<file path="config.mk">
export PLATFORM = sky130hd
export DESIGN_NAME = sram_turn_scheduler
export DESIGN_NICKNAME = d
export VERILOG_FILES = /design/src/rtl/sram_sched_pkg.sv /design/src/rtl/sram_fixed_prio_arb.sv /design/src/rtl/sram_turn_scheduler.sv
export SDC_FILE = /design/constraint.sdc
export NUM_CORES = 1
export LEC_CHECK = 0
export ABC_AREA = 1
export BUFFER_PORTS_ARGS = -buffer_cell sky130_fd_sc_hd__buf_2
export CAP_MARGIN = 40
export CORE_MARGIN = 8
export CORE_UTILIZATION = 35
export CTS_CLUSTER_SIZE = 14
export DETAILED_ROUTE_END_ITERATION = 10
export SLEW_MARGIN = 20
export SYNTH_ARGS = -nofsm -noshare
export SYNTH_HDL_FRONTEND = slang
export SYNTH_HIERARCHICAL = 1
export SYNTH_SLANG_ARGS = --single-unit
</file>
<file path="constraint.sdc">
create_clock -name clk -period 2.05 [get_ports clk]
set_clock_uncertainty 0.15 [all_clocks]
set_input_delay 0.5125 -clock clk [delete_from_list [all_inputs] [get_ports clk]]
set_output_delay 0.5125 -clock clk [all_outputs]
set_load 0.02 [all_outputs]
</file>
<file path="src/rtl/sram_sched_pkg.sv">
// Shared encodings for the SRAM turn scheduler: FSM states,
// requester IDs and default ROM shadow geometry.
package sram_sched_pkg;

   localparam logic [1:0] ST_IDLE    = 2'd0;
   localparam logic [1:0] ST_SETUP   = 2'd1;
   localparam logic [1:0] ST_STROBE  = 2'd2;
   localparam logic [1:0] ST_CAPTURE = 2'd3;

   typedef enum logic [1:0] {
      RQ_VID  = 2'd0,
      RQ_BOOT = 2'd1,
      RQ_CPU  = 2'd2
   } req_id_e;

   typedef logic [2:0] gnt_t;

   localparam int unsigned DEF_ADDR_W   = 19;
   localparam logic [18:0] DEF_ROM_BASE = 19'h40000;
   localparam int unsigned DEF_ROM_LEN  = 32768;

endpackage

</file>
<file path="src/rtl/sram_fixed_prio_arb.sv">
// Combinational fixed-priority arbiter: video > boot > cpu,
// with per-requester eligibility gating; one-hot grant out.
module sram_fixed_prio_arb
   import sram_sched_pkg::*;
(
   input  logic i_vid_req,
   input  logic i_boot_req,
   input  logic i_cpu_req,
   input  logic i_boot_elig,
   input  logic i_cpu_elig,
   output gnt_t o_gnt
);

   logic w_boot;
   logic w_cpu;

   assign w_boot = i_boot_req & i_boot_elig;
   assign w_cpu  = i_cpu_req & i_cpu_elig;

   always_comb begin
      o_gnt = '0;
      if (i_vid_req) begin
         o_gnt[RQ_VID] = 1'b1;
      end else if (w_boot) begin
         o_gnt[RQ_BOOT] = 1'b1;
      end else if (w_cpu) begin
         o_gnt[RQ_CPU] = 1'b1;
      end
   end

endmodule

</file>
<file path="src/rtl/sram_turn_scheduler.sv">
// Three-cycle SRAM access sequencer shared by video, boot loader and CPU.
// Optional SRAM_ROM_WRPROT_EN makes the ROM shadow read-only to the CPU.
module sram_turn_scheduler
   import sram_sched_pkg::*;
#(
   parameter int unsigned        ADDR_W   = DEF_ADDR_W,
   parameter logic [ADDR_W-1:0]  ROM_BASE = ADDR_W'(DEF_ROM_BASE),
   parameter int unsigned        ROM_LEN  = DEF_ROM_LEN
)(
   input  logic              clk,
   input  logic              rst_n,
   input  logic              vid_req,
   input  logic [ADDR_W-1:0] vid_addr,
   output logic [7:0]        vid_data,
   output logic              vid_valid,
   input  logic              cpu_req,
   input  logic              cpu_we_n,
   input  logic [ADDR_W-1:0] cpu_addr,
   input  logic [7:0]        cpu_wdata,
   output logic [7:0]        cpu_rdata,
   output logic              cpu_ack,
   input  logic              boot_req,
   input  logic [7:0]        boot_wdata,
   output logic              boot_ack,
   output logic              rom_initialised,
   output logic [ADDR_W-1:0] sram_a,
   output logic [7:0]        sram_dout,
   input  logic [7:0]        sram_din,
   output logic              sram_d_oe,
   output logic              sram_we_n
);

   localparam int unsigned     CNT_W    = $clog2(ROM_LEN);
   localparam logic [CNT_W-1:0] CNT_LAST = CNT_W'(ROM_LEN - 1);

   logic [1:0]        r_state;
   gnt_t              r_win;
   logic              r_wr;
   logic              r_cpu_wr;
   logic [ADDR_W-1:0] r_a;
   logic [7:0]        r_dout;
   logic              r_oe;
   logic              r_we_n;
   logic [7:0]        r_vid_data;
   logic              r_vid_valid;
   logic [7:0]        r_cpu_rdata;
   logic              r_cpu_ack;
   logic              r_boot_ack;
   logic [CNT_W-1:0]  r_cnt;
   logic              r_done;
   logic              r_rom_init;

   gnt_t              w_gnt;
   logic              w_any;
   logic              w_prot;
   logic              w_wr;
   logic [ADDR_W-1:0] w_addr;
   logic [7:0]        w_wdata;

   // r_done flags the final boot byte one cycle before rom_initialised,
   // so the arbiter never re-grants boot during that last ack cycle.
   sram_fixed_prio_arb u_arb (
      .i_vid_req   (vid_req),
      .i_boot_req  (boot_req),
      .i_cpu_req   (cpu_req),
      .i_boot_elig (~r_done),
      .i_cpu_elig  (r_rom_init),
      .o_gnt       (w_gnt)
   );

   assign w_any = |w_gnt;

`ifdef SRAM_ROM_WRPROT_EN
   localparam logic [ADDR_W:0] ROM_END =
      {1'b0, ROM_BASE} + (ADDR_W+1)'(ROM_LEN);
   assign w_prot = (cpu_addr >= ROM_BASE) &&
                   ({1'b0, cpu_addr} < ROM_END);
`else
   assign w_prot = 1'b0;
`endif

   always_comb begin
      w_addr  = vid_addr;
      w_wdata = 8'h00;
      w_wr    = 1'b0;
      unique case (1'b1)
         w_gnt[RQ_BOOT]: begin
            w_addr  = ROM_BASE + ADDR_W'(r_cnt);
            w_wdata = boot_wdata;
            w_wr    = 1'b1;
         end
         w_gnt[RQ_CPU]: begin
            w_addr  = cpu_addr;
            w_wdata = cpu_wdata;
            w_wr    = ~cpu_we_n & ~w_prot;
         end
         default: ;
      endcase
   end

   always_ff @(posedge clk or negedge rst_n) begin
      if (!rst_n) begin
         r_state     <= ST_IDLE;
         r_win       <= '0;
         r_wr        <= 1'b0;
         r_cpu_wr    <= 1'b0;
         r_a         <= '0;
         r_dout      <= 8'h00;
         r_oe        <= 1'b0;
         r_we_n      <= 1'b1;
         r_vid_data  <= 8'h00;
         r_vid_valid <= 1'b0;
         r_cpu_rdata <= 8'h00;
         r_cpu_ack   <= 1'b0;
         r_boot_ack  <= 1'b0;
         r_cnt       <= '0;
         r_done      <= 1'b0;
         r_rom_init  <= 1'b0;
      end else begin
         r_vid_valid <= 1'b0;
         r_cpu_ack   <= 1'b0;
         r_boot_ack  <= 1'b0;
         r_rom_init  <= r_done;
         unique case (r_state)
            ST_IDLE, ST_CAPTURE: begin
               r_we_n <= 1'b1;
               r_oe   <= 1'b0;
               if (w_any) begin
                  r_state  <= ST_SETUP;
                  r_win    <= w_gnt;
                  r_wr     <= w_wr;
                  r_cpu_wr <= w_gnt[RQ_CPU] & ~cpu_we_n;
                  r_a      <= w_addr;
                  r_dout   <= w_wdata;
                  r_oe     <= w_wr;
               end else begin
                  r_state <= ST_IDLE;
               end
            end
            ST_SETUP: begin
               r_we_n  <= ~r_wr;
               r_state <= ST_STROBE;
            end
            ST_STROBE: begin
               r_we_n  <= 1'b1;
               r_oe    <= 1'b0;
               r_state <= ST_CAPTURE;
               if (r_win[RQ_VID]) begin
                  r_vid_data  <= sram_din;
                  r_vid_valid <= 1'b1;
               end
               if (r_win[RQ_CPU]) begin
                  r_cpu_ack <= 1'b1;
                  if (!r_cpu_wr) r_cpu_rdata <= sram_din;
               end
               if (r_win[RQ_BOOT]) begin
                  r_boot_ack <= 1'b1;
                  if (r_cnt == CNT_LAST) r_done <= 1'b1;
                  else                   r_cnt  <= r_cnt + 1'b1;
               end
            end
            default: r_state <= ST_IDLE;
         endcase
      end
   end

   assign vid_data        = r_vid_data;
   assign vid_valid       = r_vid_valid;
   assign cpu_rdata       = r_cpu_rdata;
   assign cpu_ack         = r_cpu_ack;
   assign boot_ack        = r_boot_ack;
   assign rom_initialised = r_rom_init;
   assign sram_a          = r_a;
   assign sram_dout       = r_dout;
   assign sram_d_oe       = r_oe;
   assign sram_we_n       = r_we_n;

endmodule

</file>
==> results.yml <==
yosys:
  async_flop_share_pct: 100
  postSynthCellCount: 414
  synth_seq_cells: 72
  synth_warnings: 6
  syn-mean-instance-area_um2: 8.23
  synth_compound_area_share_pct: 10.5
  synth_cell_type_count: 29
  synth_adder_area_share_pct: 1.47
  synth_top_family_by_area: "simple AND/OR/NAND/NOR gates"
  synth_xor_xnor_area_share_pct: 1.80
  synthFlopType: "dfrtp_1"
  ys_seq_area_share_pct: 52.9
  synth.net_count: 486
  synth_area_leaders: "dfrtp_1, nand2_1, o21ai_0, nand3_1, inv_1"
  synth_area_leader_cell: "dfrtp_1"
  syn_area_um2: 3410
  synth_top_area_share_pct: 52.2
  yosys.area_share.simple_pct: 26.4
  synthMuxAreaShare_pct: 0
  synth_edf_count: 0
sta:
  setup_tns_ps: 0
  maxSlewHeadroom_pct: 66.7
  finalMaxSlewViolations: 0
  fin_crit_ps: 1820
  fmax_ghz: 0.550
  rsz0062_at_grt: "no"
  finalSetupViolCount: 0
  hold_slack_ps: 227
  fin_crit_sh_pct: 88.7
  worst_pin_slew_ps: 498
  hold_viol: 0
clock_tree:
  cts_tree: "built"
  root_buffer: "clkbuf_8"
  post_cts_buffers: 0
  clk_pin_slew_ps: 80
  cts_buffer_depth: 2
  htree_levels: 3
  cts.sinks: 72
  clkLatencyLatePin_ps: 330
  numCtsBuffers: 9
route:
  drt_iter0_drc: 207
  first_pass_iters: 4
  wl_per_cell_um: 14.3
  vias: 3150
  wl_mm: 9.65
  drc: 0
  viasPerCell: 4.67
  detail-route-antenna-nets: 0
grt:
  grt.total_usage_pct: 14.9
  grt_max_degree: 31
  grt_pass1_vias: 3118
  antenna_found_initial: 0
  grt.overflow.total: 0
  grt_pass1_wl_mm: 15.5
power:
  combPwrFrac_pct: 38.5
  switching_share_pct: 39.9
  power_mw: 5.28
  seqPwrFrac_pct: 39.5
  p_switching_mw: 2.11
  peakVddDrop_uv: 422
  intPower_mw: 3.18
  power.density_nw_per_um2: 1200
  power_frac_clock_pct: 22.0
  leakagePower_nw: 2.27
setup_path:
  rr_startpoint: "r_done"
  cp.required_ps: 2130
  start_kind: "flop"
  cp_data_arrival_time_ps: 1900
  cp-end-kind: "flop"
  cp-startpoint: "r_done"
  cp_max_fo: 21
  critical_path_class: "flop to flop"
die:
  ios: 117
  die_width_um: 115
  num_rows: 36
  die_y_um: 115
  start_util_pct: 35.5
  die_area_um2: 13100
  core_area_um2: 9590
layout:
  area_growth_pct: 29.0
  finalNetCount: 609
  antenna_cells: 0
  post-route-cell-area_um2: 4390
  drive_above_1_share_pct: 29.7
place:
  gp_congestion: 0.823
  placed_cell_area_um2: 4180
  place_hpwl_mm: 7.38
  numPortBuffers: 116
outcome:
  status: "complete, no violations"
worst_hold_path:
  min_path_type: "flop to flop"
  hp-start: "r_done"
flow_run:
  max_cap_violations: 0
==> flip-flops by register name (all words and copies together) (netlist names) <==
register / flops
boot_ack: 1
sram_we_n: 1
r_cpu_wr: 1
sram_dout: 8
r_wr: 1
sram_a: 19
r_done: 1
rom_initialised: 1
r_state: 2
cpu_rdata: 8
vid_data: 8
r_cnt: 15
r_win: 3
vid_valid: 1
cpu_ack: 1
sram_d_oe: 1
==> synth_stat cells (2+ instances only) <==
cell type and count:
a21oi_1 11, buf_4 2, nand3_1 31, buf_2 11
nor2_2 4, inv_2 3, nor2_1 12, nand2_2 2
clkbuf_1 5, dfrtp_1 71, xor2_1 7, a22oi_1 3
o21a_1 5, ha_1 4, inv_1 31, nand2_1 147
nand4_1 9, o21ai_0 45
==> cell type report <==
type	count	area, µm²
repair buffers	132	718
well taps	133	166
flip-flops and latches	72	1800
inverters	34	129
fillers	978	5200
clock inverters	5	55.1
multi-input cells	288	1370
clock buffers	11	151
==> cells by family after synthesis <==
| logic type | count (synthesis) |
|---|---|
| and+or+nand+nor | 210 |
| xor gates and xnor gates | 7 |
| AOI/OAI and AO/OA | 67 |
| DFF | 72 |
| adders and majority gates | 4 |
| buffers and inverters | 54 |
==> layer usage <==
layer / vias to the layer above / part of all wire (%) / global-route usage (%)
met5: - / 0 / 0
met4: 0 / 1.8 / 6.30
met3: 14 / 6.2 / 3.59
met2: 81 / 47 / 23.6
met1: 1485 / 45 / 19.0
li1: 1570 / - / -
==> power by group through the flow <==
| stage | clock (mW) | sequential [mW] | combinational [mW] |
|---|---|---|---|
| after CTS | 1.20 | 2.09 | 2.07 |
| after global placement | 0 | 2.10 | 2.04 |
| after detailed placement | 0 | 2.11 | 2.06 |
| after floorplan | 0 | 2.51 | 0.887 |
| after global routing | 1.25 | 2.14 | 2.27 |
| final | 1.16 | 2.09 | 2.04 |
==> worst paths after layout <==
| kind | slack (ps) | cells after the start | end |
|---|---|---|---|
| worst max register to register | 230 | 10 | sram_a[6] |
| worst min-delay path | 230 | 0 | rom_initialised |
| worst max-delay path | 230 | 10 | sram_a[6] |
| max in group asynchronous | 670 | 3 | sram_a[12] |
| min in group asynchronous | 500 | 2 | vid_data[1] |
| worst min register to register | 230 | 0 | rom_initialised |
==> metrics by stage <==
| stage | util, % | std cells | setup WS (ps) |
|---|---|---|---|
| 2_1_floorplan | - | 414 | 306 |
| 3_3_place_gp | 43.5 | 658 | 60.1 |
| 3_5_place_dp | 43.5 | 658 | -9.12 |
| 4_1_cts | 45.8 | 675 | 147 |
| 5_1_grt | 45.8 | 675 | 21.4 |
| 6_report | 45.8 | 675 | 231 |
==> timing repair <==
| action | in CTS | in global routing |
|---|---|---|
| hold buffers | 1 | 0 |
| hold endpoints to repair | 27 | 0 |
| resized for setup | 0 | 1 |
| setup endpoints to repair | 0 | 5 |
==> critical path: stages (launching register included) <==
cell      delay (ps)
dfrtp_1          380
inv_1             60
nand2_1           80
nor2_1           160
buf_4            180
nor2_8            40
nand2_1           70
nand2_2          110
clkinv_2         240
nand4_1          120
o21a_1           130
==> cell usage in the layout (no fill, tap or decap), types with 2 or more instances in the layout <==
cell type	instances
a22oi_1	3
nand3_1	31
buf_4	15
buf_2	115
clkinvlp_4	2
dfrtp_1	71
inv_2	2
nor2_1	12
nand4_1	9
o21a_1	5
nand2_2	2
a21oi_1	11
o21ai_0	45
xor2_1	7
nand2_1	147
clkbuf_8	11
inv_1	31
ha_1	4
clkinv_2	3
nor2_2	4
Power figures use the tool's default switching activity.
